File: config.mk
export PLATFORM = sky130hd
export DESIGN_NAME = axi_master_tagger_flat
export DESIGN_NICKNAME = d
export VERILOG_FILES = /design/src/rtl/axi_tag_pkg.sv /design/src/rtl/axi_inf.sv /design/src/rtl/axi_outstanding_counter.sv /design/src/rtl/axi_master_tagger.sv /design/src/flat_wrapper.sv
export SDC_FILE = /design/constraint.sdc
export NUM_CORES = 1
export LEC_CHECK = 0
export ABC_AREA = 1
export CAP_MARGIN = 5
export CORE_AREA = 2 2 147 149
export CTS_BUF_LIST = sky130_fd_sc_hd__clkbuf_4 sky130_fd_sc_hd__clkbuf_8
export CTS_CLUSTER_DIAMETER = 80
export DETAILED_ROUTE_END_ITERATION = 12
export DIE_AREA = 0 0 149 151
export PLACE_DENSITY_LB_ADDON = 0.15
export SYNTH_ARGS = -nofsm -noshare
export SYNTH_HDL_FRONTEND = slang
export SYNTH_SLANG_ARGS = --single-unit
File: constraint.sdc
create_clock -name clk -period 1.7 [get_ports clk]
set_input_delay 0.34 -clock clk [delete_from_list [all_inputs] [get_ports clk]]
set_output_delay 0.34 -clock clk [all_outputs]
set_load 0.005 [all_outputs]
File: src/rtl/axi_tag_pkg.sv
// axi_tag_pkg
// Shared types and helpers for the per-master AXI tagging stage.
//   wr_st_t   : write-channel ordering FSM states
//   OUT_CNT_W : width of the outstanding-transaction counters
//   tag_id    : builds the bus-side ID {index, native id}
package axi_tag_pkg;

  typedef enum logic {
    W_IDLE = 1'b0,
    W_DATA = 1'b1
  } wr_st_t;

  localparam int OUT_CNT_W = 4;

  // The result is 32 bits wide; callers size-cast it to their tagged ID width.
  function automatic logic [31:0] tag_id(input int unsigned index,
                                         input logic [31:0] id,
                                         input int unsigned id_w);
    return (32'(index) << id_w) | id;
  endfunction

endpackage

File: src/rtl/axi_inf.sv
// AXI_INF
// Minimal AXI bundle shared between a master, the tagger and the arbiter.
//   ID_W   : transaction ID width on this bundle
//   ADDR_W : address width
//   DATA_W : data width
// Modport M drives address/data/response-ready; modport S is the mirror.
interface AXI_INF #(
  parameter int ID_W   = 4,
  parameter int ADDR_W = 32,
  parameter int DATA_W = 32
);
  logic [ID_W-1:0]     WR_ADDR_ID;
  logic [ADDR_W-1:0]   WR_ADDR;
  logic [7:0]          WR_ADDR_LEN;
  logic [2:0]          WR_ADDR_SIZE;
  logic [1:0]          WR_ADDR_BURST;
  logic                WR_ADDR_VALID;
  logic                WR_ADDR_READY;

  logic [DATA_W-1:0]   WR_DATA;
  logic [DATA_W/8-1:0] WR_DATA_STRB;
  logic                WR_DATA_LAST;
  logic                WR_DATA_VALID;
  logic                WR_DATA_READY;

  logic [ID_W-1:0]     WR_BACK_ID;
  logic [1:0]          WR_BACK_RESP;
  logic                WR_BACK_VALID;
  logic                WR_BACK_READY;

  logic [ID_W-1:0]     RD_ADDR_ID;
  logic [ADDR_W-1:0]   RD_ADDR;
  logic [7:0]          RD_ADDR_LEN;
  logic [2:0]          RD_ADDR_SIZE;
  logic [1:0]          RD_ADDR_BURST;
  logic                RD_ADDR_VALID;
  logic                RD_ADDR_READY;

  logic [ID_W-1:0]     RD_DATA_ID;
  logic [DATA_W-1:0]   RD_DATA;
  logic [1:0]          RD_DATA_RESP;
  logic                RD_DATA_LAST;
  logic                RD_DATA_VALID;
  logic                RD_DATA_READY;

  modport M (
    output WR_ADDR_ID, WR_ADDR, WR_ADDR_LEN, WR_ADDR_SIZE, WR_ADDR_BURST, WR_ADDR_VALID,
    input  WR_ADDR_READY,
    output WR_DATA, WR_DATA_STRB, WR_DATA_LAST, WR_DATA_VALID,
    input  WR_DATA_READY,
    input  WR_BACK_ID, WR_BACK_RESP, WR_BACK_VALID,
    output WR_BACK_READY,
    output RD_ADDR_ID, RD_ADDR, RD_ADDR_LEN, RD_ADDR_SIZE, RD_ADDR_BURST, RD_ADDR_VALID,
    input  RD_ADDR_READY,
    input  RD_DATA_ID, RD_DATA, RD_DATA_RESP, RD_DATA_LAST, RD_DATA_VALID,
    output RD_DATA_READY
  );

  modport S (
    input  WR_ADDR_ID, WR_ADDR, WR_ADDR_LEN, WR_ADDR_SIZE, WR_ADDR_BURST, WR_ADDR_VALID,
    output WR_ADDR_READY,
    input  WR_DATA, WR_DATA_STRB, WR_DATA_LAST, WR_DATA_VALID,
    output WR_DATA_READY,
    output WR_BACK_ID, WR_BACK_RESP, WR_BACK_VALID,
    input  WR_BACK_READY,
    input  RD_ADDR_ID, RD_ADDR, RD_ADDR_LEN, RD_ADDR_SIZE, RD_ADDR_BURST, RD_ADDR_VALID,
    output RD_ADDR_READY,
    output RD_DATA_ID, RD_DATA, RD_DATA_RESP, RD_DATA_LAST, RD_DATA_VALID,
    input  RD_DATA_READY
  );

endinterface

File: src/rtl/axi_outstanding_counter.sv
// axi_outstanding_counter
// Saturating-at-zero up/down counter of outstanding transactions.
//   clk, rstn : clock, synchronous active-low reset
//   inc, dec  : one transaction accepted / one transaction retired
//   cnt       : current count (registered)
//   full      : cnt has reached MAX (registered state only)
//   underflow : a retire arrived with nothing outstanding (combinational pulse)
module axi_outstanding_counter
  import axi_tag_pkg::*;
#(
  parameter int MAX = 4
) (
  input  logic                 clk,
  input  logic                 rstn,
  input  logic                 inc,
  input  logic                 dec,
  output logic [OUT_CNT_W-1:0] cnt,
  output logic                 full,
  output logic                 underflow
);

  logic [OUT_CNT_W-1:0] cnt_q;
  logic [OUT_CNT_W-1:0] cnt_d;

  always_comb begin
    cnt_d = cnt_q;
    unique case ({inc, dec})
      2'b10:   cnt_d = cnt_q + OUT_CNT_W'(1);
      2'b01:   cnt_d = (cnt_q == '0) ? '0 : cnt_q - OUT_CNT_W'(1);
      default: cnt_d = cnt_q;
    endcase
  end

  always_ff @(posedge clk) begin
    if (!rstn) cnt_q <= '0;
    else       cnt_q <= cnt_d;
  end

  assign cnt       = cnt_q;
  assign full      = (cnt_q >= OUT_CNT_W'(MAX));
  assign underflow = dec & ~inc & (cnt_q == '0);

endmodule

File: src/rtl/axi_master_tagger.sv
// axi_master_tagger
// Per-master front end: tags AW/AR IDs with MASTER_INDEX, strips the tag from
// B/R, keeps write data behind its address, and caps outstanding bursts.
//   clk, rstn      : clock, synchronous active-low reset
//   AXI_MASTER     : master side, native M_ID-bit IDs
//   AXI_BUS        : arbiter side, (M_ID+M_WIDTH)-bit tagged IDs
//   wr_outstanding : accepted-but-unresponded write bursts
//   rd_outstanding : accepted-but-incomplete read bursts
//   id_err         : sticky, a response carried another master's index
//   cnt_err        : sticky, a response arrived with its counter at zero
module axi_master_tagger
  import axi_tag_pkg::*;
#(
  parameter int M_ID         = 2,
  parameter int M_WIDTH      = 2,
  parameter int MASTER_INDEX = 0,
  parameter int MAX_WR_OUT   = 4,
  parameter int MAX_RD_OUT   = 4
) (
  input  logic                 clk,
  input  logic                 rstn,
  AXI_INF.S                    AXI_MASTER,
  AXI_INF.M                    AXI_BUS,
  output logic [OUT_CNT_W-1:0] wr_outstanding,
  output logic [OUT_CNT_W-1:0] rd_outstanding,
  output logic                 id_err,
  output logic                 cnt_err
);

  localparam int TAG_W = M_ID + M_WIDTH;
  localparam logic [M_WIDTH-1:0] IDX = M_WIDTH'(MASTER_INDEX);

  wr_st_t wr_st_q, wr_st_d;
  logic   id_err_q, id_err_d;
  logic   cnt_err_q, cnt_err_d;

  logic [OUT_CNT_W-1:0] wr_cnt, rd_cnt;
  logic wr_full, rd_full, wr_uf, rd_uf;
  logic aw_open, w_open, ar_open;
  logic aw_hs, w_last_hs, b_hs, ar_hs, r_last_hs, foreign;

  // Gates use only registered state and rstn so no valid->ready path exists.
  assign aw_open = rstn & (wr_st_q == W_IDLE) & ~wr_full;
  assign w_open  = rstn & (wr_st_q == W_DATA);
  assign ar_open = rstn & ~rd_full;

  // Write address
  assign AXI_BUS.WR_ADDR_ID    = TAG_W'(tag_id(MASTER_INDEX, 32'(AXI_MASTER.WR_ADDR_ID), M_ID));
  assign AXI_BUS.WR_ADDR       = AXI_MASTER.WR_ADDR;
  assign AXI_BUS.WR_ADDR_LEN   = AXI_MASTER.WR_ADDR_LEN;
  assign AXI_BUS.WR_ADDR_SIZE  = AXI_MASTER.WR_ADDR_SIZE;
  assign AXI_BUS.WR_ADDR_BURST = AXI_MASTER.WR_ADDR_BURST;
  assign AXI_BUS.WR_ADDR_VALID = AXI_MASTER.WR_ADDR_VALID & aw_open;
  assign AXI_MASTER.WR_ADDR_READY = AXI_BUS.WR_ADDR_READY & aw_open;

  // Write data
  assign AXI_BUS.WR_DATA       = AXI_MASTER.WR_DATA;
  assign AXI_BUS.WR_DATA_STRB  = AXI_MASTER.WR_DATA_STRB;
  assign AXI_BUS.WR_DATA_LAST  = AXI_MASTER.WR_DATA_LAST;
  assign AXI_BUS.WR_DATA_VALID = AXI_MASTER.WR_DATA_VALID & w_open;
  assign AXI_MASTER.WR_DATA_READY = AXI_BUS.WR_DATA_READY & w_open;

  // Write response
  assign AXI_MASTER.WR_BACK_ID    = AXI_BUS.WR_BACK_ID[M_ID-1:0];
  assign AXI_MASTER.WR_BACK_RESP  = AXI_BUS.WR_BACK_RESP;
  assign AXI_MASTER.WR_BACK_VALID = AXI_BUS.WR_BACK_VALID & rstn;
  assign AXI_BUS.WR_BACK_READY    = AXI_MASTER.WR_BACK_READY & rstn;

  // Read address
  assign AXI_BUS.RD_ADDR_ID    = TAG_W'(tag_id(MASTER_INDEX, 32'(AXI_MASTER.RD_ADDR_ID), M_ID));
  assign AXI_BUS.RD_ADDR       = AXI_MASTER.RD_ADDR;
  assign AXI_BUS.RD_ADDR_LEN   = AXI_MASTER.RD_ADDR_LEN;
  assign AXI_BUS.RD_ADDR_SIZE  = AXI_MASTER.RD_ADDR_SIZE;
  assign AXI_BUS.RD_ADDR_BURST = AXI_MASTER.RD_ADDR_BURST;
  assign AXI_BUS.RD_ADDR_VALID = AXI_MASTER.RD_ADDR_VALID & ar_open;
  assign AXI_MASTER.RD_ADDR_READY = AXI_BUS.RD_ADDR_READY & ar_open;

  // Read data
  assign AXI_MASTER.RD_DATA_ID    = AXI_BUS.RD_DATA_ID[M_ID-1:0];
  assign AXI_MASTER.RD_DATA       = AXI_BUS.RD_DATA;
  assign AXI_MASTER.RD_DATA_RESP  = AXI_BUS.RD_DATA_RESP;
  assign AXI_MASTER.RD_DATA_LAST  = AXI_BUS.RD_DATA_LAST;
  assign AXI_MASTER.RD_DATA_VALID = AXI_BUS.RD_DATA_VALID & rstn;
  assign AXI_BUS.RD_DATA_READY    = AXI_MASTER.RD_DATA_READY & rstn;

  assign aw_hs     = AXI_MASTER.WR_ADDR_VALID & AXI_BUS.WR_ADDR_READY & aw_open;
  assign w_last_hs = AXI_MASTER.WR_DATA_VALID & AXI_BUS.WR_DATA_READY & w_open
                     & AXI_MASTER.WR_DATA_LAST;
  assign b_hs      = AXI_BUS.WR_BACK_VALID & AXI_MASTER.WR_BACK_READY & rstn;
  assign ar_hs     = AXI_MASTER.RD_ADDR_VALID & AXI_BUS.RD_ADDR_READY & ar_open;
  assign r_last_hs = AXI_BUS.RD_DATA_VALID & AXI_MASTER.RD_DATA_READY & rstn
                     & AXI_BUS.RD_DATA_LAST;

  // Any visible response with another index is flagged; it is still forwarded.
  assign foreign = (AXI_BUS.WR_BACK_VALID & (AXI_BUS.WR_BACK_ID[M_ID+:M_WIDTH] != IDX))
                 | (AXI_BUS.RD_DATA_VALID & (AXI_BUS.RD_DATA_ID[M_ID+:M_WIDTH] != IDX));

  axi_outstanding_counter #(.MAX(MAX_WR_OUT)) u_wr_cnt (
    .clk       (clk),
    .rstn      (rstn),
    .inc       (aw_hs),
    .dec       (b_hs),
    .cnt       (wr_cnt),
    .full      (wr_full),
    .underflow (wr_uf)
  );

  axi_outstanding_counter #(.MAX(MAX_RD_OUT)) u_rd_cnt (
    .clk       (clk),
    .rstn      (rstn),
    .inc       (ar_hs),
    .dec       (r_last_hs),
    .cnt       (rd_cnt),
    .full      (rd_full),
    .underflow (rd_uf)
  );

  always_comb begin
    wr_st_d = wr_st_q;
    unique case (wr_st_q)
      W_IDLE:  if (aw_hs)     wr_st_d = W_DATA;
      W_DATA:  if (w_last_hs) wr_st_d = W_IDLE;
      default: wr_st_d = W_IDLE;
    endcase
    id_err_d  = id_err_q | foreign;
    cnt_err_d = cnt_err_q | wr_uf | rd_uf;
  end

  always_ff @(posedge clk) begin
    if (!rstn) begin
      wr_st_q   <= W_IDLE;
      id_err_q  <= 1'b0;
      cnt_err_q <= 1'b0;
    end else begin
      wr_st_q   <= wr_st_d;
      id_err_q  <= id_err_d;
      cnt_err_q <= cnt_err_d;
    end
  end

  assign wr_outstanding = rstn ? wr_cnt : '0;
  assign rd_outstanding = rstn ? rd_cnt : '0;
  assign id_err         = id_err_q;
  assign cnt_err        = cnt_err_q;

endmodule

File: src/flat_wrapper.sv
// flat-port wrapper written by rule: the top's interface ports become plain ports
module axi_master_tagger_flat import axi_tag_pkg::*;
#(
  parameter int M_ID         = 2,
  parameter int M_WIDTH      = 2,
  parameter int MASTER_INDEX = 0,
  parameter int MAX_WR_OUT   = 4,
  parameter int MAX_RD_OUT   = 4
)
  (clk, rstn, wr_outstanding, rd_outstanding, id_err, cnt_err, AXI_MASTER_WR_ADDR_ID, AXI_MASTER_WR_ADDR, AXI_MASTER_WR_ADDR_LEN, AXI_MASTER_WR_ADDR_SIZE, AXI_MASTER_WR_ADDR_BURST, AXI_MASTER_WR_ADDR_VALID, AXI_MASTER_WR_ADDR_READY, AXI_MASTER_WR_DATA, AXI_MASTER_WR_DATA_STRB, AXI_MASTER_WR_DATA_LAST, AXI_MASTER_WR_DATA_VALID, AXI_MASTER_WR_DATA_READY, AXI_MASTER_WR_BACK_ID, AXI_MASTER_WR_BACK_RESP, AXI_MASTER_WR_BACK_VALID, AXI_MASTER_WR_BACK_READY, AXI_MASTER_RD_ADDR_ID, AXI_MASTER_RD_ADDR, AXI_MASTER_RD_ADDR_LEN, AXI_MASTER_RD_ADDR_SIZE, AXI_MASTER_RD_ADDR_BURST, AXI_MASTER_RD_ADDR_VALID, AXI_MASTER_RD_ADDR_READY, AXI_MASTER_RD_DATA_ID, AXI_MASTER_RD_DATA, AXI_MASTER_RD_DATA_RESP, AXI_MASTER_RD_DATA_LAST, AXI_MASTER_RD_DATA_VALID, AXI_MASTER_RD_DATA_READY, AXI_BUS_WR_ADDR_ID, AXI_BUS_WR_ADDR, AXI_BUS_WR_ADDR_LEN, AXI_BUS_WR_ADDR_SIZE, AXI_BUS_WR_ADDR_BURST, AXI_BUS_WR_ADDR_VALID, AXI_BUS_WR_ADDR_READY, AXI_BUS_WR_DATA, AXI_BUS_WR_DATA_STRB, AXI_BUS_WR_DATA_LAST, AXI_BUS_WR_DATA_VALID, AXI_BUS_WR_DATA_READY, AXI_BUS_WR_BACK_ID, AXI_BUS_WR_BACK_RESP, AXI_BUS_WR_BACK_VALID, AXI_BUS_WR_BACK_READY, AXI_BUS_RD_ADDR_ID, AXI_BUS_RD_ADDR, AXI_BUS_RD_ADDR_LEN, AXI_BUS_RD_ADDR_SIZE, AXI_BUS_RD_ADDR_BURST, AXI_BUS_RD_ADDR_VALID, AXI_BUS_RD_ADDR_READY, AXI_BUS_RD_DATA_ID, AXI_BUS_RD_DATA, AXI_BUS_RD_DATA_RESP, AXI_BUS_RD_DATA_LAST, AXI_BUS_RD_DATA_VALID, AXI_BUS_RD_DATA_READY);
  AXI_INF #(.ID_W(2)) AXI_MASTER_i ();
  AXI_INF #(.ID_W(4)) AXI_BUS_i ();
  input  logic clk;
  input  logic rstn;
  output logic [OUT_CNT_W-1:0] wr_outstanding;
  output logic [OUT_CNT_W-1:0] rd_outstanding;
  output logic id_err;
  output logic cnt_err;
  input wire logic [$bits(AXI_MASTER_i.WR_ADDR_ID)-1:0] AXI_MASTER_WR_ADDR_ID;
  input wire logic [$bits(AXI_MASTER_i.WR_ADDR)-1:0] AXI_MASTER_WR_ADDR;
  input wire logic [$bits(AXI_MASTER_i.WR_ADDR_LEN)-1:0] AXI_MASTER_WR_ADDR_LEN;
  input wire logic [$bits(AXI_MASTER_i.WR_ADDR_SIZE)-1:0] AXI_MASTER_WR_ADDR_SIZE;
  input wire logic [$bits(AXI_MASTER_i.WR_ADDR_BURST)-1:0] AXI_MASTER_WR_ADDR_BURST;
  input wire logic [$bits(AXI_MASTER_i.WR_ADDR_VALID)-1:0] AXI_MASTER_WR_ADDR_VALID;
  output wire logic [$bits(AXI_MASTER_i.WR_ADDR_READY)-1:0] AXI_MASTER_WR_ADDR_READY;
  input wire logic [$bits(AXI_MASTER_i.WR_DATA)-1:0] AXI_MASTER_WR_DATA;
  input wire logic [$bits(AXI_MASTER_i.WR_DATA_STRB)-1:0] AXI_MASTER_WR_DATA_STRB;
  input wire logic [$bits(AXI_MASTER_i.WR_DATA_LAST)-1:0] AXI_MASTER_WR_DATA_LAST;
  input wire logic [$bits(AXI_MASTER_i.WR_DATA_VALID)-1:0] AXI_MASTER_WR_DATA_VALID;
  output wire logic [$bits(AXI_MASTER_i.WR_DATA_READY)-1:0] AXI_MASTER_WR_DATA_READY;
  output wire logic [$bits(AXI_MASTER_i.WR_BACK_ID)-1:0] AXI_MASTER_WR_BACK_ID;
  output wire logic [$bits(AXI_MASTER_i.WR_BACK_RESP)-1:0] AXI_MASTER_WR_BACK_RESP;
  output wire logic [$bits(AXI_MASTER_i.WR_BACK_VALID)-1:0] AXI_MASTER_WR_BACK_VALID;
  input wire logic [$bits(AXI_MASTER_i.WR_BACK_READY)-1:0] AXI_MASTER_WR_BACK_READY;
  input wire logic [$bits(AXI_MASTER_i.RD_ADDR_ID)-1:0] AXI_MASTER_RD_ADDR_ID;
  input wire logic [$bits(AXI_MASTER_i.RD_ADDR)-1:0] AXI_MASTER_RD_ADDR;
  input wire logic [$bits(AXI_MASTER_i.RD_ADDR_LEN)-1:0] AXI_MASTER_RD_ADDR_LEN;
  input wire logic [$bits(AXI_MASTER_i.RD_ADDR_SIZE)-1:0] AXI_MASTER_RD_ADDR_SIZE;
  input wire logic [$bits(AXI_MASTER_i.RD_ADDR_BURST)-1:0] AXI_MASTER_RD_ADDR_BURST;
  input wire logic [$bits(AXI_MASTER_i.RD_ADDR_VALID)-1:0] AXI_MASTER_RD_ADDR_VALID;
  output wire logic [$bits(AXI_MASTER_i.RD_ADDR_READY)-1:0] AXI_MASTER_RD_ADDR_READY;
  output wire logic [$bits(AXI_MASTER_i.RD_DATA_ID)-1:0] AXI_MASTER_RD_DATA_ID;
  output wire logic [$bits(AXI_MASTER_i.RD_DATA)-1:0] AXI_MASTER_RD_DATA;
  output wire logic [$bits(AXI_MASTER_i.RD_DATA_RESP)-1:0] AXI_MASTER_RD_DATA_RESP;
  output wire logic [$bits(AXI_MASTER_i.RD_DATA_LAST)-1:0] AXI_MASTER_RD_DATA_LAST;
  output wire logic [$bits(AXI_MASTER_i.RD_DATA_VALID)-1:0] AXI_MASTER_RD_DATA_VALID;
  input wire logic [$bits(AXI_MASTER_i.RD_DATA_READY)-1:0] AXI_MASTER_RD_DATA_READY;
  output wire logic [$bits(AXI_BUS_i.WR_ADDR_ID)-1:0] AXI_BUS_WR_ADDR_ID;
  output wire logic [$bits(AXI_BUS_i.WR_ADDR)-1:0] AXI_BUS_WR_ADDR;
  output wire logic [$bits(AXI_BUS_i.WR_ADDR_LEN)-1:0] AXI_BUS_WR_ADDR_LEN;
  output wire logic [$bits(AXI_BUS_i.WR_ADDR_SIZE)-1:0] AXI_BUS_WR_ADDR_SIZE;
  output wire logic [$bits(AXI_BUS_i.WR_ADDR_BURST)-1:0] AXI_BUS_WR_ADDR_BURST;
  output wire logic [$bits(AXI_BUS_i.WR_ADDR_VALID)-1:0] AXI_BUS_WR_ADDR_VALID;
  input wire logic [$bits(AXI_BUS_i.WR_ADDR_READY)-1:0] AXI_BUS_WR_ADDR_READY;
  output wire logic [$bits(AXI_BUS_i.WR_DATA)-1:0] AXI_BUS_WR_DATA;
  output wire logic [$bits(AXI_BUS_i.WR_DATA_STRB)-1:0] AXI_BUS_WR_DATA_STRB;
  output wire logic [$bits(AXI_BUS_i.WR_DATA_LAST)-1:0] AXI_BUS_WR_DATA_LAST;
  output wire logic [$bits(AXI_BUS_i.WR_DATA_VALID)-1:0] AXI_BUS_WR_DATA_VALID;
  input wire logic [$bits(AXI_BUS_i.WR_DATA_READY)-1:0] AXI_BUS_WR_DATA_READY;
  input wire logic [$bits(AXI_BUS_i.WR_BACK_ID)-1:0] AXI_BUS_WR_BACK_ID;
  input wire logic [$bits(AXI_BUS_i.WR_BACK_RESP)-1:0] AXI_BUS_WR_BACK_RESP;
  input wire logic [$bits(AXI_BUS_i.WR_BACK_VALID)-1:0] AXI_BUS_WR_BACK_VALID;
  output wire logic [$bits(AXI_BUS_i.WR_BACK_READY)-1:0] AXI_BUS_WR_BACK_READY;
  output wire logic [$bits(AXI_BUS_i.RD_ADDR_ID)-1:0] AXI_BUS_RD_ADDR_ID;
  output wire logic [$bits(AXI_BUS_i.RD_ADDR)-1:0] AXI_BUS_RD_ADDR;
  output wire logic [$bits(AXI_BUS_i.RD_ADDR_LEN)-1:0] AXI_BUS_RD_ADDR_LEN;
  output wire logic [$bits(AXI_BUS_i.RD_ADDR_SIZE)-1:0] AXI_BUS_RD_ADDR_SIZE;
  output wire logic [$bits(AXI_BUS_i.RD_ADDR_BURST)-1:0] AXI_BUS_RD_ADDR_BURST;
  output wire logic [$bits(AXI_BUS_i.RD_ADDR_VALID)-1:0] AXI_BUS_RD_ADDR_VALID;
  input wire logic [$bits(AXI_BUS_i.RD_ADDR_READY)-1:0] AXI_BUS_RD_ADDR_READY;
  input wire logic [$bits(AXI_BUS_i.RD_DATA_ID)-1:0] AXI_BUS_RD_DATA_ID;
  input wire logic [$bits(AXI_BUS_i.RD_DATA)-1:0] AXI_BUS_RD_DATA;
  input wire logic [$bits(AXI_BUS_i.RD_DATA_RESP)-1:0] AXI_BUS_RD_DATA_RESP;
  input wire logic [$bits(AXI_BUS_i.RD_DATA_LAST)-1:0] AXI_BUS_RD_DATA_LAST;
  input wire logic [$bits(AXI_BUS_i.RD_DATA_VALID)-1:0] AXI_BUS_RD_DATA_VALID;
  output wire logic [$bits(AXI_BUS_i.RD_DATA_READY)-1:0] AXI_BUS_RD_DATA_READY;
  assign AXI_MASTER_i.WR_ADDR_ID = AXI_MASTER_WR_ADDR_ID;
  assign AXI_MASTER_i.WR_ADDR = AXI_MASTER_WR_ADDR;
  assign AXI_MASTER_i.WR_ADDR_LEN = AXI_MASTER_WR_ADDR_LEN;
  assign AXI_MASTER_i.WR_ADDR_SIZE = AXI_MASTER_WR_ADDR_SIZE;
  assign AXI_MASTER_i.WR_ADDR_BURST = AXI_MASTER_WR_ADDR_BURST;
  assign AXI_MASTER_i.WR_ADDR_VALID = AXI_MASTER_WR_ADDR_VALID;
  assign AXI_MASTER_WR_ADDR_READY = AXI_MASTER_i.WR_ADDR_READY;
  assign AXI_MASTER_i.WR_DATA = AXI_MASTER_WR_DATA;
  assign AXI_MASTER_i.WR_DATA_STRB = AXI_MASTER_WR_DATA_STRB;
  assign AXI_MASTER_i.WR_DATA_LAST = AXI_MASTER_WR_DATA_LAST;
  assign AXI_MASTER_i.WR_DATA_VALID = AXI_MASTER_WR_DATA_VALID;
  assign AXI_MASTER_WR_DATA_READY = AXI_MASTER_i.WR_DATA_READY;
  assign AXI_MASTER_WR_BACK_ID = AXI_MASTER_i.WR_BACK_ID;
  assign AXI_MASTER_WR_BACK_RESP = AXI_MASTER_i.WR_BACK_RESP;
  assign AXI_MASTER_WR_BACK_VALID = AXI_MASTER_i.WR_BACK_VALID;
  assign AXI_MASTER_i.WR_BACK_READY = AXI_MASTER_WR_BACK_READY;
  assign AXI_MASTER_i.RD_ADDR_ID = AXI_MASTER_RD_ADDR_ID;
  assign AXI_MASTER_i.RD_ADDR = AXI_MASTER_RD_ADDR;
  assign AXI_MASTER_i.RD_ADDR_LEN = AXI_MASTER_RD_ADDR_LEN;
  assign AXI_MASTER_i.RD_ADDR_SIZE = AXI_MASTER_RD_ADDR_SIZE;
  assign AXI_MASTER_i.RD_ADDR_BURST = AXI_MASTER_RD_ADDR_BURST;
  assign AXI_MASTER_i.RD_ADDR_VALID = AXI_MASTER_RD_ADDR_VALID;
  assign AXI_MASTER_RD_ADDR_READY = AXI_MASTER_i.RD_ADDR_READY;
  assign AXI_MASTER_RD_DATA_ID = AXI_MASTER_i.RD_DATA_ID;
  assign AXI_MASTER_RD_DATA = AXI_MASTER_i.RD_DATA;
  assign AXI_MASTER_RD_DATA_RESP = AXI_MASTER_i.RD_DATA_RESP;
  assign AXI_MASTER_RD_DATA_LAST = AXI_MASTER_i.RD_DATA_LAST;
  assign AXI_MASTER_RD_DATA_VALID = AXI_MASTER_i.RD_DATA_VALID;
  assign AXI_MASTER_i.RD_DATA_READY = AXI_MASTER_RD_DATA_READY;
  assign AXI_BUS_WR_ADDR_ID = AXI_BUS_i.WR_ADDR_ID;
  assign AXI_BUS_WR_ADDR = AXI_BUS_i.WR_ADDR;
  assign AXI_BUS_WR_ADDR_LEN = AXI_BUS_i.WR_ADDR_LEN;
  assign AXI_BUS_WR_ADDR_SIZE = AXI_BUS_i.WR_ADDR_SIZE;
  assign AXI_BUS_WR_ADDR_BURST = AXI_BUS_i.WR_ADDR_BURST;
  assign AXI_BUS_WR_ADDR_VALID = AXI_BUS_i.WR_ADDR_VALID;
  assign AXI_BUS_i.WR_ADDR_READY = AXI_BUS_WR_ADDR_READY;
  assign AXI_BUS_WR_DATA = AXI_BUS_i.WR_DATA;
  assign AXI_BUS_WR_DATA_STRB = AXI_BUS_i.WR_DATA_STRB;
  assign AXI_BUS_WR_DATA_LAST = AXI_BUS_i.WR_DATA_LAST;
  assign AXI_BUS_WR_DATA_VALID = AXI_BUS_i.WR_DATA_VALID;
  assign AXI_BUS_i.WR_DATA_READY = AXI_BUS_WR_DATA_READY;
  assign AXI_BUS_i.WR_BACK_ID = AXI_BUS_WR_BACK_ID;
  assign AXI_BUS_i.WR_BACK_RESP = AXI_BUS_WR_BACK_RESP;
  assign AXI_BUS_i.WR_BACK_VALID = AXI_BUS_WR_BACK_VALID;
  assign AXI_BUS_WR_BACK_READY = AXI_BUS_i.WR_BACK_READY;
  assign AXI_BUS_RD_ADDR_ID = AXI_BUS_i.RD_ADDR_ID;
  assign AXI_BUS_RD_ADDR = AXI_BUS_i.RD_ADDR;
  assign AXI_BUS_RD_ADDR_LEN = AXI_BUS_i.RD_ADDR_LEN;
  assign AXI_BUS_RD_ADDR_SIZE = AXI_BUS_i.RD_ADDR_SIZE;
  assign AXI_BUS_RD_ADDR_BURST = AXI_BUS_i.RD_ADDR_BURST;
  assign AXI_BUS_RD_ADDR_VALID = AXI_BUS_i.RD_ADDR_VALID;
  assign AXI_BUS_i.RD_ADDR_READY = AXI_BUS_RD_ADDR_READY;
  assign AXI_BUS_i.RD_DATA_ID = AXI_BUS_RD_DATA_ID;
  assign AXI_BUS_i.RD_DATA = AXI_BUS_RD_DATA;
  assign AXI_BUS_i.RD_DATA_RESP = AXI_BUS_RD_DATA_RESP;
  assign AXI_BUS_i.RD_DATA_LAST = AXI_BUS_RD_DATA_LAST;
  assign AXI_BUS_i.RD_DATA_VALID = AXI_BUS_RD_DATA_VALID;
  assign AXI_BUS_RD_DATA_READY = AXI_BUS_i.RD_DATA_READY;
  axi_master_tagger #(.M_ID(M_ID), .M_WIDTH(M_WIDTH), .MASTER_INDEX(MASTER_INDEX), .MAX_WR_OUT(MAX_WR_OUT), .MAX_RD_OUT(MAX_RD_OUT)) u_core (.clk(clk), .rstn(rstn), .AXI_MASTER(AXI_MASTER_i), .AXI_BUS(AXI_BUS_i), .wr_outstanding(wr_outstanding), .rd_outstanding(rd_outstanding), .id_err(id_err), .cnt_err(cnt_err));
endmodule
# After elaboration in Yosys (flattened, before gate mapping)
# Cells that the tools add are included.
# totals
register_bits	11
output_inout_bits	196
elab_cells	71
# classes
add_sub_neg	4
n_lt_le_gt_ge	2
n_eq_ne	4
mux	9
bitwise	41
n_reduce_logical	6
# op_table
cell	count
$and 1x1->1	32
$mux 4	4
$pmux 4 s2	2
$add 4x1->4 const B	2
$ge 4x3->1 const B	2
$logic_not 4->1	2
$reduce_bool 2->1	4
$sub 4x1->4 const B	2
$not 1->1	5
$eq 2x1->1 const B	2
$eq 2x2->1 const B	2
$or 1x1->1	4
$mux 1	2
$pmux 1 s2	1

# Depth between registers and ports, before layout
# logic_depth
ltp_word	9
mapped_depth	13

# Cells and area by module
# A second synthesis with hierarchy kept.
# hier_totals
cells_unflattened	340
hier_area_um2	2336.0
# by_module_without_submodules
mod	instances	cells_per_inst	area_each_um2	seq_area_each_um2
axi_master_tagger	1	240	1642.8	60.1
axi_outstanding_counter	2	50	346.6	80.1

# Worst setup path after synthesis
# OpenSTA, ideal clock, no wires.
# synth_path
kind	register to register
start	reg u_core.u_rd_cnt.cnt_q[3], in the netlist u_core.u_rd_cnt.cnt[3]
end	reg u_core.u_rd_cnt.cnt_q[2], in the netlist u_core.u_rd_cnt.cnt[2]
setup_ns	0.070
t_arrival_ns	1.465
path_slack_ns	0.165
stages_incl_launch_ff	13
path_buffers	0
synth_period_minus_slack_ns	1.535
cell_sequence	dfxtp_1 -> inv_1 -> nand2_1 -> nor2_1 -> inv_1 -> nor2_1 -> nand2_1 -> ha_1 -> inv_1 -> nand2_1 -> a21oi_1 -> nor2_1 -> a21oi_1
# synth_between
elab_chain_cells	6
# synth_rtl
element	line_no	text
start, declared	axi_outstanding_counter.sv:22	logic [OUT_CNT_W-1:0] cnt_q;
start signal, assigned	axi_outstanding_counter.sv:36	else cnt_q <= cnt_d;
$ge 4x3->1	axi_outstanding_counter.sv:40	assign full = (cnt_q >= OUT_CNT_W'(MAX));
$not 1->1	axi_master_tagger.sv:45	assign ar_open = rstn & ~rd_full;
$and 1x1->1	axi_master_tagger.sv:45	
$and 1x1->1	axi_master_tagger.sv:90	assign ar_hs = AXI_MASTER.RD_ADDR_VALID & AXI_BUS.RD_ADDR_READY & ar_open;
$eq 2x1->1 or $eq 2x2->1 (tied branches)	axi_outstanding_counter.sv:27	unique case ({inc, dec})
$pmux 4 s2 or $reduce_bool 2->1 (tied branches)	n/a	
# Several ways; a longest one is shown, not always the timed one.
# A chain may end at the register's enable or synchronous reset.

# Worst setup path after layout
# layout_path
start	in AXI_BUS_RD_DATA_LAST
end	out AXI_MASTER_RD_DATA_LAST
# layout_rtl
element	line_no	text
start, declared	flat_wrapper.sv:74	input wire logic [$bits(AXI_BUS_i.RD_DATA_LAST)-1:0] AXI_BUS_RD_DATA_LAST;
end, declared	flat_wrapper.sv:45	output wire logic [$bits(AXI_MASTER_i.RD_DATA_LAST)-1:0] AXI_MASTER_RD_DATA_LAST;
# No word-level cell between the ends.

==> metrics.md <==
| Metric | Value |
|---|---|
| Status | completed |
| VDD IR max | 195 uV |
| Final wirelength | 5340 um |
| Final ANT Viol Nets | 0 |
| Placed Area | 0.00180 mm2 |
| Reg clk slew, reported paths | 60 ps |
| Register area share after synthesis | 0.0982 |
| WS Path Type | in -> out |
| Clock Sinks | 11 |
| Leak Pwr | 0.977 nW |
| Period minus WS final | 1670 ps |
| Worst Setup Start Kind | primary input |
| F_max | 0.599 GHz |
| Top cell family by delay on the critical path | buffers and inverters |
| Layout Nets | 423 |
| CORE AREA | 0.0208 mm2 |
| Layout Utilization | 0.0953 |
| Synthesized area per cell | 6.74 um2 |
| Vias in the first global route | 1,499 |
| Most frequent cells in the layout | nand2_1, inv_1, buf_4 |
| Hold_sp | u_core.id_err |
| Number of distinct library cells after synthesis | 21 |
| Initial DRT Pass Iterations | 4 |
| Max cap viols | 0 |
| Gp weighted congestion | 0.694 |
| Hold WS | 475 ps |
| Clk_skew | 1.93 ps |
| CP Cell Sequence | clkdlybuf4s50_1 -> clkdlybuf4s50_1 |
| Flops & latches, synth | 11 |
| Die H | 151 um |
| N_diodes | 0 |
| Share of cells above drive strength 1 | 0.238 |
| Vias post-DR | 1,403 |
| Total track usage | 0.0466 |
| # setup viols final | 0 |
| CTS tree | built |
| Worst path bufs/invs | 2 |
| CTS Buffer Depth | 2 |
| Max Slew Vio Count | 0 |
| CP Launch Point | AXI_BUS_RD_DATA_LAST |
| Crit-path most repeated cell | clkdlybuf4s50_1 |
| Yosys warns | 0 |
| Largest net degree at the start of global routing | 9 |
| Port Buffers | 39 |
| Setup Total Neg Slack | 0 ps |
| DPL Wire Length | 4190 um |
| PnR Total Power | 0.975 mW |
| GRT overflow | 0 |
| Iter 0 DRT Violations | 11 |
| Required @ worst endpoint | 1360 ps |
| Reg2reg start | u_core.u_rd_cnt.cnt[2] |
| Fin. Hold Viols | 0 |
| Most common cell after layout, fill and taps aside | nand2_1 |
| Worst-path cell with the longest stage delay | clkdlybuf4s50_1 |
| Post-DR wirelength/cell | 10.6 um |
| Pwr Density | 491 mW/mm2 |
| Worst hold-check path type | reg -> reg |
| Netlist Area Pre-Place | 0.00224 mm2 |
| Die span in x | 149 um |
| First-pass GRT wire length | 8140 um |
| Die Area | 0.0225 mm2 |
| Max Fanout on Critical Path | 2 |
| Htree depth | 1 |
| Remaining routing DRC violations | 0 |
| CP max stage delay | 500 ps |
| RSZ-0062 raised after global routing | yes |
| Initial Util | 0.108 |
| Design area | 0.00198 mm2 |
| Root Buffer | clkbuf_8 |
| # IOs | 384 |
| Num CTS Buffers | 3 |
| Via-per-instance ratio | 2.79 |
| Final period util | 0.982 |
| P&R area growth vs syn | -11.5% |
| Row count | 53 |
| Synth Instances | 333 |
| Worst Setup End Kind | primary output |
| Initial antenna violation count | 0 |
| Worst Path Arrival | 1330 ps |
| Clk Latency, worst-skew pair | 240 ps |
cell type report:
type | instances | area, um2
tap | 275 | 344
multi-input combinational | 108 | 607
timing repair buffer | 66 | 616
clock buffer | 4 | 48.8
sequential | 11 | 226
inverter | 38 | 143
fill | 2500 | 18800
flip-flops by register name, summed over array words and instances (netlist names):
register and count:
u_core.u_rd_cnt.cnt 4, u_core.cnt_err 1, u_core.wr_st_q 1, u_core.u_wr_cnt.cnt 4
u_core.id_err 1
report_power, final:
group | internal [mW] | switching (mW) | total, mW
registers | 0.281 | 0.0184 | 0.299
clock network | 0.182 | 0.116 | 0.297
logic | 0.195 | 0.184 | 0.379
total | 0.657 | 0.318 | 0.975
cells by family after synthesis:
kind of cell,share of synthesized area
AO/OA/AOI/OAI,0.0586
XOR/XNOR,0.00390
adder cells (fa/ha/maj),0.0390
buffers and inverters,0.662
flip-flops,0.0982
other,0.00167
AND/OR/NAND/NOR,0.137
stage by stage:
stage | instances | setup WS, ps
2_1_floorplan | 336 | 165
3_3_place_gp | 492 | -575
3_5_place_dp | 492 | -557
4_1_cts | 501 | 2.89
5_1_grt | 502 | -3.47
6_report | 502 | 30.4
worst paths after layout:
path	end	slack, ps	cells past startpoint
worst min-delay path	u_core.id_err	470	2
worst min register to register	u_core.id_err	470	2
worst max-delay path	AXI_MASTER_RD_DATA_LAST	30	2
worst max register to register	u_core.u_rd_cnt.cnt[3]	150	12
metal layers:
metal  up-vias  global-route usage  routed length, um
met2       117              0.0742               2380
met4         0              0.0495                560
met3        68              0.0253                675
li1        618                   -                  -
met1       600              0.0403               1720
met5         -                   0                  0
cells in the mapped netlist:
master / instances / area (um2)
nor2_1: 22 / 82.6
nand2_2: 2 / 12.5
dfxtp_1: 11 / 220
o21ai_0: 15 / 75.1
nand3_1: 6 / 30.0
buf_4: 176 / 1320
nand2_1: 34 / 128
conb_1: 1 / 3.75
a21oi_1: 8 / 40.0
o211ai_1: 1 / 7.51
xor2_1: 1 / 8.76
nor3_2: 1 / 10.0
ha_1: 7 / 87.6
inv_1: 36 / 135
buf_2: 2 / 10.0
a31o_2: 1 / 8.76
nand3b_1: 1 / 7.51
nand4_1: 4 / 25.0
inv_2: 2 / 7.51
nor2_4: 1 / 11.3
buf_6: 1 / 11.3
what timing repair did:
item                                    4_1_cts  5_1_grt
endpoints found under the setup margin       27       15
cloned                                        1        0
hold buffers                                  0        0
pin swaps                                     2        2
buffers inserted                              4        1
gates resized for setup                      36       17
Note: power is estimated with default switching activity, not from simulation.
